===== src/rtl/product_accumulator_if.sv =====
// rtl/product_accumulator_if.sv - product stream in, dot-product result stream out
interface product_accumulator_if #(
  parameter int PRODUCT_WIDTH = 16,
  parameter int ACC_WIDTH     = 24,
  parameter int CNT_WIDTH     = 8
);
  logic                     in_valid;
  logic                     in_ready;
  logic [PRODUCT_WIDTH-1:0] in_product;
  logic                     in_last;
  logic                     out_valid;
  logic                     out_ready;
  logic [ACC_WIDTH-1:0]     out_sum;
  logic [CNT_WIDTH-1:0]     out_count;
  logic                     out_overflow;

  modport master (
    output in_valid, in_product, in_last, out_ready,
    input  in_ready, out_valid, out_sum, out_count, out_overflow
  );

  modport slave (
    input  in_valid, in_product, in_last, out_ready,
    output in_ready, out_valid, out_sum, out_count, out_overflow
  );
endinterface


===== src/rtl/product_accumulator.sv =====
// rtl/product_accumulator.sv - streaming dot-product accumulator with a single-entry result buffer
// Sums unsigned products until a last beat, then hands sum/count/overflow to the output registers.
module product_accumulator #(
  parameter int INPUT_WIDTH   = 8,
  parameter int PRODUCT_WIDTH = 2 * INPUT_WIDTH,
  parameter int ACC_WIDTH     = 24,
  parameter int CNT_WIDTH     = 8
) (
  input logic                  clk,
  input logic                  rst_n,
  product_accumulator_if.slave bus
);

  if (ACC_WIDTH < PRODUCT_WIDTH || PRODUCT_WIDTH < INPUT_WIDTH) begin : g_bad_widths
    $error("product_accumulator: ACC_WIDTH must be >= PRODUCT_WIDTH >= INPUT_WIDTH");
  end

  logic [ACC_WIDTH-1:0] acc;
  logic [CNT_WIDTH-1:0] cnt;
  logic                 ovf;

  logic                 accept;
  logic [ACC_WIDTH:0]   sum_ext;
  logic [ACC_WIDTH-1:0] acc_next;
  logic [CNT_WIDTH-1:0] cnt_next;
  logic                 ovf_next;

  // Single-entry output buffer: a new beat may enter whenever the result slot frees this cycle.
  assign bus.in_ready = !bus.out_valid || bus.out_ready;
  assign accept       = bus.in_valid && bus.in_ready;

  assign sum_ext  = {1'b0, acc} + {{(ACC_WIDTH + 1 - PRODUCT_WIDTH){1'b0}}, bus.in_product};
  assign acc_next = sum_ext[ACC_WIDTH-1:0];
  assign ovf_next = ovf | sum_ext[ACC_WIDTH];
  assign cnt_next = (cnt == {CNT_WIDTH{1'b1}}) ? cnt : cnt + CNT_WIDTH'(1);

  always_ff @(posedge clk or negedge rst_n) begin
    if (!rst_n) begin
      acc              <= '0;
      cnt              <= '0;
      ovf              <= 1'b0;
      bus.out_valid    <= 1'b0;
      bus.out_sum      <= '0;
      bus.out_count    <= '0;
      bus.out_overflow <= 1'b0;
    end else begin
      if (accept && bus.in_last) begin
        bus.out_sum      <= acc_next;
        bus.out_count    <= cnt_next;
        bus.out_overflow <= ovf_next;
        bus.out_valid    <= 1'b1;
        acc              <= '0;
        cnt              <= '0;
        ovf              <= 1'b0;
      end else begin
        if (accept) begin
          acc <= acc_next;
          cnt <= cnt_next;
          ovf <= ovf_next;
        end
        if (bus.out_ready) begin
          bus.out_valid <= 1'b0;
        end
      end
    end
  end

endmodule


===== src/flat_wrapper.sv =====
// flat-port wrapper written by rule: the top's interface ports become plain ports
module product_accumulator_flat 
#(
  parameter int INPUT_WIDTH   = 8,
  parameter int PRODUCT_WIDTH = 2 * INPUT_WIDTH,
  parameter int ACC_WIDTH     = 24,
  parameter int CNT_WIDTH     = 8
)
  (clk, rst_n, bus_in_valid, bus_in_product, bus_in_last, bus_out_ready, bus_in_ready, bus_out_valid, bus_out_sum, bus_out_count, bus_out_overflow);
  product_accumulator_if #(.PRODUCT_WIDTH(PRODUCT_WIDTH), .ACC_WIDTH(ACC_WIDTH), .CNT_WIDTH(CNT_WIDTH)) bus_i ();
  input logic clk;
  input logic rst_n;
  input wire logic [$bits(bus_i.in_valid)-1:0] bus_in_valid;
  input wire logic [$bits(bus_i.in_product)-1:0] bus_in_product;
  input wire logic [$bits(bus_i.in_last)-1:0] bus_in_last;
  input wire logic [$bits(bus_i.out_ready)-1:0] bus_out_ready;
  output wire logic [$bits(bus_i.in_ready)-1:0] bus_in_ready;
  output wire logic [$bits(bus_i.out_valid)-1:0] bus_out_valid;
  output wire logic [$bits(bus_i.out_sum)-1:0] bus_out_sum;
  output wire logic [$bits(bus_i.out_count)-1:0] bus_out_count;
  output wire logic [$bits(bus_i.out_overflow)-1:0] bus_out_overflow;
  assign bus_i.in_valid = bus_in_valid;
  assign bus_i.in_product = bus_in_product;
  assign bus_i.in_last = bus_in_last;
  assign bus_i.out_ready = bus_out_ready;
  assign bus_in_ready = bus_i.in_ready;
  assign bus_out_valid = bus_i.out_valid;
  assign bus_out_sum = bus_i.out_sum;
  assign bus_out_count = bus_i.out_count;
  assign bus_out_overflow = bus_i.out_overflow;
  product_accumulator #(.INPUT_WIDTH(INPUT_WIDTH), .PRODUCT_WIDTH(PRODUCT_WIDTH), .ACC_WIDTH(ACC_WIDTH), .CNT_WIDTH(CNT_WIDTH)) u_core (.clk(clk), .rst_n(rst_n), .bus(bus_i));
endmodule

===== config.mk =====
export PLATFORM = sky130hd
export DESIGN_NAME = product_accumulator_flat
export DESIGN_NICKNAME = d
export VERILOG_FILES = /design/src/rtl/product_accumulator_if.sv /design/src/rtl/product_accumulator.sv /design/src/flat_wrapper.sv
export SDC_FILE = /design/constraint.sdc
export NUM_CORES = 1
export LEC_CHECK = 0
export CORE_MARGIN = 2
export CORE_UTILIZATION = 50
export DETAILED_ROUTE_END_ITERATION = 10
export DONT_BUFFER_PORTS = 1
export PLACE_DENSITY = 0.71
export SLEW_MARGIN = 15
export SYNTH_ARGS = -nofsm -noshare
export SYNTH_HDL_FRONTEND = slang
export SYNTH_SLANG_ARGS = --single-unit

===== constraint.sdc =====
create_clock -name clk -period 2.6 [get_ports clk]
set_clock_uncertainty 0.2 [all_clocks]
set_input_delay 0.52 -clock clk [delete_from_list [all_inputs] [get_ports clk]]
set_output_delay 0.52 -clock clk [all_outputs]
set_load 0.005 [all_outputs]

* Word-level counts from Yosys, hierarchy flattened
Cells that the tools add are included.
** Cells by class
- Muxes and demuxes :: 9
- Eq/ne operators :: 1
- Reductions and logical operators :: 6
- $add $sub $neg :: 2
- Bitwise logic cells :: 1
** Operator list (number)
- $mux W24 :: 2
- $add A24 B16 Y25 :: 1
- $mux W8 :: 3
- $add A8 B1 Y8 const B :: 1
- $eq A8 B8 Y1 const B :: 1
- $mux W1 :: 4
- $reduce_bool A2 Y1 :: 2
- $logic_and A1 B1 Y1 :: 2
- $logic_not A1 Y1 :: 1
- $logic_or A1 B1 Y1 :: 1
- $or A1 B1 Y1 :: 1
** Storage, ports and cells
- Logic and storage cells :: 26
- Register bits after elaboration :: 67
- Output and inout port bits :: 35

* Depth between registers and ports, before layout
- Depth in word-level cells :: 5
- Depth in mapped cells :: 9
- Gate-level depth less buffers :: 8

* Worst setup path before layout
No wires, ideal clock.
- Path type :: input to register
- Start point :: input bus_in_product[0]
- End point :: register u_core.bus.out_sum[18]
- Data arrival time :: 2.595 ns
- Required time :: 2.331 ns
- Stages on the path :: 8
- Setup slack :: -0.264 ns
- Cells stage by stage :: ha_1 > fa_1 > a21o_2 > a221o_1 > o311ai_4 > nor3_2 > or4_1 > nand3_1
** On the way
- Longest elaborated chain between the ends :: 1
** Ends and longest elaborated chain
- from (decl) :: RTL line flat_wrapper.sv:14 : input wire logic [$bits(bus_i.in_product)-1:0] bus_in_product;
- $add A24 B16 Y25 :: RTL line product_accumulator.sv:32 : assign sum_ext = {1'b0, acc} + {{(ACC_WIDTH + 1 - PRODUCT_WIDTH){1'b0}}, bus.in_product};
- to (signal assigned) :: RTL line product_accumulator.sv:48 : bus.out_sum <= acc_next;
- to (decl) :: RTL line product_accumulator_if.sv:24 : output in_ready, out_valid, out_sum, out_count, out_overflow
No other way between the ends.
A chain may end at the register's enable or synchronous reset.

* Worst setup path in the final report
- Start point :: register u_core.acc[0]
- End point :: register u_core.bus.out_sum[12]
** On the way
- Longest elaborated chain between the ends :: 1
** Ends and longest elaborated chain
- from (decl) :: RTL line product_accumulator.sv:18 : logic [ACC_WIDTH-1:0] acc;
- from (signal assigned) :: RTL line product_accumulator.sv:57 : acc <= acc_next;
- $add A24 B16 Y25 :: RTL line product_accumulator.sv:32
No other way between the ends.

==> run summary <==
Hold Crit Start - bus_in_last
drt wl/cell - 17.2 um
die width - 91.1 um
Max Fclk - 0.360 GHz
share of cells above drive strength 1 - 21.5%
slew margin rel. - 49.8%
Worst VDD drop - 0.449 mV
Crit. Startpoint - u_core.acc[0]$_DFFE_PN0P_
IO Port Bufs - 0
clock share of power - 19.1%
Cell Int Power - 2550 uW
DRT iter0 DRCs - 163
R2R Path Start - u_core.acc[0]$_DFFE_PN0P_
clock slew seen by the registers of the worst setup and hold paths - 0.08 ns
first-pass GRT wire length - 15100 um
worst min path class - primary input to flip-flop
max-cap violation count - 0
vias in the first global route - 3154
area grow syn2layout - 18.6%
Reg power frac - 37.2%
largest net degree at the start of global routing - 68
min Tclk post-route - 2.78 ns
syn_area_per_cell - 9.31 sq um
GRT Max-Usage Layer - met2
CP Capture Type - flip-flop
Comb pwr share - 43.7%
fraction of registers with async set/reset - 100%
Pre-antenna DRT Iters - 4
Arrival @ worst endpoint - 2.82 ns
worst-path cell chain - ha_4, fa_2, a21o_4, a221o_1, o311ai_4, buf_6, mux2i_1, nand2_1, mux2_4
TritonCTS Buffers - 9
Rows - 31
met3 Usage GRT - 5.56%
CTS root buffer - clkbuf_8
worst-path fanout max - 5
Slew Viols, Final - 0
Cells after DPL - 517
drt total wl - 9310 um
Sw Pwr - 1670 uW
grt met2 use - 35.7%
post-synthesis cell type count - 61
WP data required - 2.64 ns
Sink Count - 67
max incr delay on CP - 0.42 ns
Sw Share - 39.5%
leakage - 0.00204 uW
Storage cell area - 0.00168 sq mm
Yosys reg bits - 67
met1 Use GR - 30.3%
part of the Yosys area used for sequential elements - 44.2%
n_diodes - 0
power per cell area - 939 mW/mm^2
via-per-instance ratio - 5.89
period utilization - 107%
number of synthesized flops with an enable pin - 0
Mapped Cells - 407
Worst path slowest cell - dfrtp_1
syn_nets - 446
routability congestion estimate - 0.894
CTS tree - yes
final net count - 476
Warnings, synthesis - 0
Worst-Skew Late Latency - 0.36 ns
total track usage - 23.2%
Die Ht - 91.1 um
# DRC - 0
dpl hpwl - 6310 um
RSZ-0062 raised after global routing - yes
io pins - 56
die area - 0.00829 sq mm
H-tree depth - 3
Final Hold Vio Count - 0
worst setup path category - flip-flop to flip-flop
Worst Max-Slew Pin Slew - 0.750 ns
Reg2Reg Setup Slack - -0.18 ns
initial antenna violation count - 0
Final WS setup - -0.176 ns
Non-Filler Instances - 541
area of the multi-input gates - 0.00212 sq mm
via count - 3188
core area - 0.00729 sq mm
CP startpoint kind - flip-flop
Place WS - -0.316 ns
fill count - 616
dominant synthesized flop cell - dfrtp_1
GRT overflow - 0
Max clock buf depth - 2
status - finished, violations left
Post-Syn Area - 0.00379 sq mm
final setup fails - 15
post-route ant nets - 0
starting density of the core - 52.0%
failing checks - setup timing
## power by group through the flow
stage / logic (uW) / registers (uW) / clock network (uW)
global placement: 1570 / 1580 / 0
global route: 2050 / 1600 / 863
floorplan: 1220 / 1510 / 0
detailed placement: 1610 / 1590 / 0
CTS: 1720 / 1570 / 815
finish: 1850 / 1570 / 806
## cell families after synthesis
| family | Yosys count | share of synthesized area [%] |
|---|---|---|
| mux | 10 | 2.91 |
| compound gates | 122 | 21.8 |
| xor+xnor | 16 | 3.70 |
| simple gates | 138 | 17.0 |
| flops | 67 | 44.2 |
| fa+ha+maj | 18 | 6.14 |
| buf+inv | 36 | 4.19 |
## layout make-up
class,count,area share (%)
Sequential cell,67,37.3
Inverter,13,1.09
Clock inverter,7,1.14
Clock buffer,9,2.76
Tap cell,99,2.76
Timing Repair Buffer,42,7.77
Multi-Input combinational cell,304,47.2
## what timing repair did
action                                  CTS  global route
hold buffers                              2             0
pin swaps                                11             9
resized for setup                        10            19
setup buffers                             4             2
endpoints found under the hold margin    67             0
endpoints found under the setup margin   16            25
## cells in the mapped netlist, types with 2 or more instances
cell type | instances | area share [%]
clkbuf_2 | 2 | 0.26
clkbuf_1 | 13 | 1.3
buf_6 | 2 | 0.59
o21a_1 | 2 | 0.40
o2111ai_1 | 3 | 0.69
and4_1 | 2 | 0.46
nand4_1 | 5 | 0.83
xnor2_1 | 12 | 2.8
o21bai_1 | 2 | 0.40
nor2b_1 | 2 | 0.33
ha_1 | 17 | 5.6
nor2_1 | 23 | 2.3
nand2_1 | 61 | 6.0
or3_1 | 5 | 0.83
nor3_1 | 4 | 0.53
mux2_2 | 8 | 2.4
buf_2 | 2 | 0.26
a21o_1 | 6 | 1.2
xor2_1 | 4 | 0.92
a31oi_1 | 9 | 1.5
a211o_1 | 2 | 0.46
mux2i_1 | 2 | 0.53
o31ai_1 | 5 | 0.99
or4_1 | 4 | 0.79
a21oi_1 | 22 | 2.9
a21o_2 | 2 | 0.46
inv_1 | 13 | 1.3
and3_1 | 6 | 0.99
o22ai_1 | 2 | 0.33
buf_1 | 3 | 0.30
nand3_1 | 18 | 2.4
dfrtp_1 | 67 | 44
a221oi_1 | 2 | 0.46
o21ai_0 | 34 | 4.5
o211ai_1 | 7 | 1.4
o21ai_1 | 2 | 0.26
a22o_1 | 8 | 1.8
## per-stage QoR
stage | instance area [sq um] | TNS [ns] | total power [uW] | hold WS [ns] | util, %
after floorplan | 3820 | -1.09 | 2720 | 0.0244 | -
final | 4500 | -1.11 | 4220 | 0.0626 | 61.7
after global placement | 4090 | -3.25 | 3150 | 0.0264 | 56.1
after CTS | 4390 | -1.54 | 4110 | 0.0554 | 60.2
after detailed placement | 4090 | -3.87 | 3200 | 0.0259 | 56.1
after global routing | 4500 | -2.42 | 4510 | 0.0642 | 61.7
## layer usage
metal	wire length [um]	up-vias
li1	-	1534
met1	4170	1545
met2	4290	84
met3	572	25
met4	283	0
met5	0	-
## state kept, by name, indices dropped and copies added, names as in the netlist
name	count
u_core.ovf	1
u_core.bus.out_overflow	1
u_core.bus.out_sum	24
u_core.bus.out_count	8
u_core.bus.out_valid	1
u_core.acc	24
u_core.cnt	8
## layout by cell type (no fill, tap or decap), drive strengths merged, types with 3 or more instances in the layout
cell type,netlist,final
dfrtp,67,67
nand2,61,61
buf,8,41
o21ai,36,36
nor2,23,23
a21oi,22,22
nand3,18,18
ha,17,17
inv,13,15
xnor2,12,12
a31oi,9,9
clkbuf,15,9
a22o,8,8
o211ai,8,8
a21o,8,8
mux2,8,8
and3,7,7
o31ai,6,6
nand4,5,5
or3,5,5
nor3,5,5
xor2,4,4
or4,4,4
o2111ai,3,3
clkinv,0,3
and2,3,3
## critical path: cells and delay by family, from the launching register on
kind / cells / cell delay [ns]
AND/OR/NAND/NOR: 1 / 0.09
buffers and inverters: 1 / 0.17
adder cells (fa/ha/maj): 2 / 0.53
multiplexers: 2 / 0.45
AO/OA/AOI/OAI: 3 / 0.81
flip-flops: 1 / 0.42
## worst paths after layout
| path | end | cells after the start |
|---|---|---|
| setup / recovery | u_core.bus.out_sum[12]$_DFFE_PN0P_ | 9 |
| hold reg to reg | u_core.acc[4]$_DFFE_PN0P_ | 2 |
| setup reg to reg | u_core.bus.out_sum[12]$_DFFE_PN0P_ | 9 |
| min in group asynchronous | u_core.bus.out_sum[13]$_DFFE_PN0P_ | 2 |
| hold / removal | u_core.acc[14]$_DFFE_PN0P_ | 1 |
| max in group asynchronous | u_core.acc[13]$_DFFE_PN0P_ | 2 |
Note: power is estimated with default switching activity, not from simulation.
